==> src/rtl/rr_priority_pick.sv <==
// Rotated priority search: returns the first set request at or after ptr,
// wrapping modulo N, as a one-hot vector plus its binary index.
module rr_priority_pick #(
  parameter int N    = 4,
  parameter int IdxW = (N > 1) ? $clog2(N) : 1
) (
  input  logic [N-1:0]    req,
  input  logic [IdxW-1:0] ptr,
  output logic [N-1:0]    winner,
  output logic [IdxW-1:0] idx,
  output logic            found
);

  logic [2*N-1:0] dbl;
  logic [N-1:0]   rot;
  int             sum;

  // Doubling the request vector turns the wrap-around search into a plain
  // lowest-set-bit search over a window starting at ptr.
  always_comb begin
    dbl    = {req, req};
    rot    = dbl[ptr +: N];
    found  = 1'b0;
    idx    = '0;
    sum    = 0;
    winner = '0;
    for (int i = 0; i < N; i++) begin
      if (!found && rot[i]) begin
        found = 1'b1;
        sum   = int'(ptr) + i;
        if (sum >= N) sum = sum - N;
        idx   = IdxW'(sum);
      end
    end
    for (int i = 0; i < N; i++) begin
      winner[i] = found && (idx == IdxW'(i));
    end
  end

endmodule

==> src/rtl/rr_arbiter_one_hot.sv <==
// Round-robin valid/ready arbiter with packet locking; emits the one-hot
// select for a downstream flat mux plus the merged consumer handshake.
module rr_arbiter_one_hot #(
  parameter int NumInputs = 4,
  localparam int IdxWidth = (NumInputs > 1) ? $clog2(NumInputs) : 1
) (
  input  logic                 clk_i,
  input  logic                 rst_i,
  input  logic [NumInputs-1:0] valid_i,
  input  logic [NumInputs-1:0] last_i,
  output logic [NumInputs-1:0] ready_o,
  output logic [NumInputs-1:0] grant_o,
  output logic [IdxWidth-1:0]  grant_idx_o,
  output logic                 valid_o,
  output logic                 last_o,
  input  logic                 ready_i
);

  typedef enum logic {IDLE, LOCKED} state_t;

  state_t                 state_q, state_d;
  logic [IdxWidth-1:0]    ptr_q, ptr_d;
  logic [NumInputs-1:0]   grant_q, grant_d;
  logic [NumInputs-1:0]   pick_grant;
  logic [IdxWidth-1:0]    pick_idx;
  logic                   pick_found;
  logic                   handshake;
  int                     ptr_next;

  rr_priority_pick #(
    .N    (NumInputs),
    .IdxW (IdxWidth)
  ) u_pick (
    .req    (valid_i),
    .ptr    (ptr_q),
    .winner (pick_grant),
    .idx    (pick_idx),
    .found  (pick_found)
  );

  always_comb begin
    grant_o     = '0;
    grant_idx_o = '0;
    valid_o     = 1'b0;
    if (!rst_i) begin
      if (state_q == LOCKED) begin
        grant_o = grant_q;
        valid_o = |(valid_i & grant_q);
      end else begin
        grant_o = pick_grant;
        valid_o = |valid_i;
      end
    end
    for (int i = 0; i < NumInputs; i++) begin
      if (grant_o[i]) grant_idx_o = grant_idx_o | IdxWidth'(i);
    end
    ready_o   = grant_o & {NumInputs{ready_i}};
    last_o    = |(last_i & grant_o);
    handshake = valid_o & ready_i;
  end

  always_comb begin
    state_d  = state_q;
    ptr_d    = ptr_q;
    grant_d  = grant_q;
    ptr_next = int'(grant_idx_o) + 1;
    if (ptr_next >= NumInputs) ptr_next = 0;
    if (handshake && last_o) begin
      state_d = IDLE;
      ptr_d   = IdxWidth'(ptr_next);
      grant_d = '0;
    end else if (grant_o != '0) begin
      // Hold the grant across backpressure and mid-packet gaps.
      state_d = LOCKED;
      grant_d = grant_o;
    end
  end

  always_ff @(posedge clk_i) begin
    if (rst_i) begin
      state_q <= IDLE;
      ptr_q   <= '0;
      grant_q <= '0;
    end else begin
      state_q <= state_d;
      ptr_q   <= ptr_d;
      grant_q <= grant_d;
    end
  end

`ifndef SYNTHESIS
  logic                 stall_q;
  logic [NumInputs-1:0] prev_grant_q;

  always_ff @(posedge clk_i) begin
    if (rst_i) begin
      stall_q      <= 1'b0;
      prev_grant_q <= '0;
    end else begin
      assert ($onehot0(grant_o)) else $error("grant_o not one-hot");
      assert ((ready_o & ~grant_o) == '0) else $error("ready_o outside grant_o");
      if (stall_q) assert (grant_o == prev_grant_q) else $error("grant_o changed while stalled");
      stall_q      <= valid_o & ~ready_i;
      prev_grant_q <= grant_o;
    end
  end
`endif

endmodule

==> config.mk <==
export PLATFORM = sky130hd
export DESIGN_NAME = rr_arbiter_one_hot
export DESIGN_NICKNAME = d
export VERILOG_FILES = /design/src/rtl/rr_priority_pick.sv /design/src/rtl/rr_arbiter_one_hot.sv
export SDC_FILE = /design/constraint.sdc
export NUM_CORES = 1
export LEC_CHECK = 0
export CORE_MARGIN = 2
export CORE_UTILIZATION = 50
export CTS_BUF_LIST = sky130_fd_sc_hd__clkbuf_4 sky130_fd_sc_hd__clkbuf_8
export CTS_CLUSTER_SIZE = 12
export DETAILED_ROUTE_END_ITERATION = 10
export PLACE_DENSITY_LB_ADDON = 0.05
export SYNTH_ARGS = -nofsm -noshare
export SYNTH_HDL_FRONTEND = slang
export SYNTH_SLANG_ARGS = --single-unit
==> constraint.sdc <==
create_clock -name clk_i -period 3.6 [get_ports clk_i]
set_clock_uncertainty 0.2 [all_clocks]
set_input_delay 0.54 -clock clk_i [delete_from_list [all_inputs] [get_ports clk_i]]
set_output_delay 0.54 -clock clk_i [all_outputs]
set_load 0.02 [all_outputs]
==> results.sh <==
export IMPL_nNetsFinal=150
export IMPL_finalSetupViolCount=0
export IMPL_r2r_start="ptr_q[1]"
export IMPL_critPathLaunch="valid_i[2]"
export IMPL_cp_end_kind="primary output"
export IMPL_areaGrowthSynthToFinish_pct=58.2
export IMPL_min_from="grant_q[2]"
export IMPL_ctsLongestPathBuffers=2
export IMPL_routed_wl_um=2470
export IMPL_slew_violations=0
export IMPL_syn_cell_area_um2=707
export IMPL_powerDensity_nw_per_um2=301
export IMPL_syn_instance_count=95
export IMPL_rsz0062_at_grt="no"
export IMPL_numCtsBuffers=3
export IMPL_cts_htree_levels=1
export IMPL_grt_pass1_vias=879
export IMPL_rr_worst_depth=7
export IMPL_remaining_drc_errors=0
export IMPL_multi_input_area_um2=548
export IMPL_start_kind="input port"
export IMPL_synth_area_top_cells="dfxtp_1, nand2_1, o2111ai_1"
export IMPL_grt_overflow_total=0
export IMPL_yosys_cell_count_top_type="nand2_1"
export IMPL_finalHoldViolCount=0
export IMPL_finalSetupTns_ns=0
export IMPL_outcome="finished, final reports clean"
export IMPL_clk_latency_ns=0.26
export IMPL_r2r_end="ptr_q[1]"
export IMPL_async_flop_share_pct=0
export IMPL_drv_cap=0
export IMPL_worst_hold_path_type="flop to flop"
export IMPL_grt_pass1_wl_um=4100
export IMPL_yosysUniqueCellTypes=44
export IMPL_ys_seq_elements=7
export IMPL_dieArea_um2=1730
export IMPL_avgSynthCellArea_um2=7.44
export IMPL_pin_count=23
export IMPL_cp_required_ns=2.86
export IMPL_vias=961
export IMPL_cts_tree="done"
export IMPL_synthTopCellsByCount="nand2_1, nor2_1, dfxtp_1"
export IMPL_grtUsageTotal_pct=30.1
export IMPL_clk_pin_slew_ns=0.05
export IMPL_die_w_um=41.6
export IMPL_synth_top_cell_by_area="dfxtp_1"
export IMPL_crit_end="grant_o[0]"
export IMPL_wire_per_inst_um=16.1
export IMPL_drt_first_pass_iters=4
export IMPL_antennaDiodeCount=0
export IMPL_arrival_ns=2.77
export IMPL_fin_util_pct=84.9
export IMPL_core_rowCount=13
export IMPL_grt_max_degree=14
export IMPL_cts_root_buf="clkbuf_4"
export IMPL_dieHeight_um=41.6
export IMPL_n_fill_cell=91
export IMPL_io_buffer_count=22
export IMPL_crit_type="input port to primary output"
export IMPL_yosysSeqAreaShare_pct=19.8
export IMPL_coreArea_um2=1320
export IMPL_worst_pin_slew_ns=0.386
export IMPL_synth_edf_count=0
export IMPL_drt_iter0_drc=54
export IMPL_place_hpwl_um=1810
export IMPL_drive_gt1_share_pct=26.8
export IMPL_fin_crit_ns=3.51
export IMPL_grt_antenna_before_repair=0
export IMPL_postCtsSetupRepairBufs=0
export IMPL_yosysWarnings=0
export IMPL_ir_drop_uv=250
export IMPL_regToRegSetupSlack_ns=1.06
export IMPL_synth_top_area_share_pct=19.8
export IMPL_routed_via_density=6.28
export IMPL_cts_sinks=7
export IMPL_max_slew_margin_rel_pct=74.2
export IMPL_max_freq_ghz=0.285
export IMPL_ys_flop_type="dfxtp_1"
export IMPL_ff_latch_area_um2=140
export IMPL_start_util_pct=53.7
export IMPL_synthesis_nets=106
export IMPL_cp_max_fo=5
export IMPL_total_leakage_power_uw=0.000498
export IMPL_gp_congestion=0.955
export IMPL_antenna_left=0
export IMPL_finalCritPeriodShare_pct=97.5
-- stage by stage --
| stage | area, um2 | setup WS (ns) | std cells | hold slack, ns | total power [uW] |
|---|---|---|---|---|---|
| 2_1_floorplan | 707 | 0.736 | 95 | 0.285 | 177 |
| 3_3_place_gp | 1080 | -0.101 | 149 | 0.339 | 251 |
| 3_5_place_dp | 1080 | -0.149 | 149 | 0.333 | 252 |
| 4_1_cts | 1110 | 0.0210 | 153 | 0.342 | 332 |
| 5_1_grt | 1120 | 0.00572 | 153 | 0.383 | 352 |
| 6_report | 1120 | 0.0884 | 153 | 0.346 | 337 |
-- what timing repair did --
item / in CTS / in global routing
resized for setup: 7 / 6
endpoints found under the setup margin: 7 / 3
cloned: 0 / 0
pin swaps: 0 / 0
hold buffers: 0 / 0
-- routing by layer --
| layer | GRT usage (%) | vias up | part of all wire [%] |
|---|---|---|---|
| met4 | 12.9 | 0 | 2.8 |
| li1 | - | 462 | - |
| met2 | 51.2 | 58 | 47 |
| met1 | 37.9 | 429 | 42 |
| met3 | 3.48 | 12 | 7.6 |
| met5 | 0 | - | 0 |
-- cell type report --
type	instances	area share, %
repair buffers	42	32.1
well taps	15	1.68
multi-input cells	79	49.0
flip-flops and latches	7	12.5
clock buffers	4	2.68
inverters	6	2.01
-- worst min path at each step --
| stage | endpoint | slack, ns | cells past startpoint |
|---|---|---|---|
| global route | grant_q[2] | 0.38 | 2 |
| CTS | grant_q[2] | 0.34 | 2 |
| floorplan | grant_q[2] | 0.29 | 2 |
| detailed placement | grant_q[2] | 0.33 | 2 |
| global placement | grant_q[2] | 0.34 | 2 |
| finish | grant_q[2] | 0.35 | 2 |
-- cell families after synthesis --
kind of cell,count (synthesis),share of synthesized area (%)
AND/OR/NAND/NOR,41,30.8
flip-flops,7,19.8
AO/OA/AOI/OAI,36,41.9
multiplexers,1,1.42
buffers and inverters,9,4.78
XOR/XNOR,1,1.24
-- flip-flops by register name, summed over array words and instances, names as in the netlist --
signal,cells
grant_q,4
ptr_q,2
state_q,1
-- power breakdown --
part           leakage, uW  internal, uW  switching, uW
logic             0.000422          77.3           78.2
registers        0.0000572          84.9           13.4
clock network    0.0000184          50.1           32.8
total             0.000498           212            124
-- placed cells by master, fill, tap and decap left out, types with 2 or more instances in the layout --
cell type	netlist	layout
buf_4	0	20
clkdlybuf4s50_1	0	15
nand2_1	11	11
nor2_1	8	8
dfxtp_1	7	7
inv_1	6	6
a21oi_1	5	5
dlygate4sd2_1	0	5
a22oi_1	4	4
o2111ai_1	4	4
clkbuf_4	0	4
or3_1	3	3
nand4_1	3	3
nand2b_1	2	2
nor2b_1	2	2
or2_2	2	2
o21ai_0	2	2
nand3_1	2	2
o211a_1	2	2
-- worst max-delay path, stage by stage --
cell and delay, ns:
clkdlybuf4s50_1 0.50, buf_4 0.19, a221oi_2 0.31, nor2_1 0.14, o31a_1 0.31, nor2_1 0.15
clkdlybuf4s50_1 0.62
(Power assumes the default switching activity.)
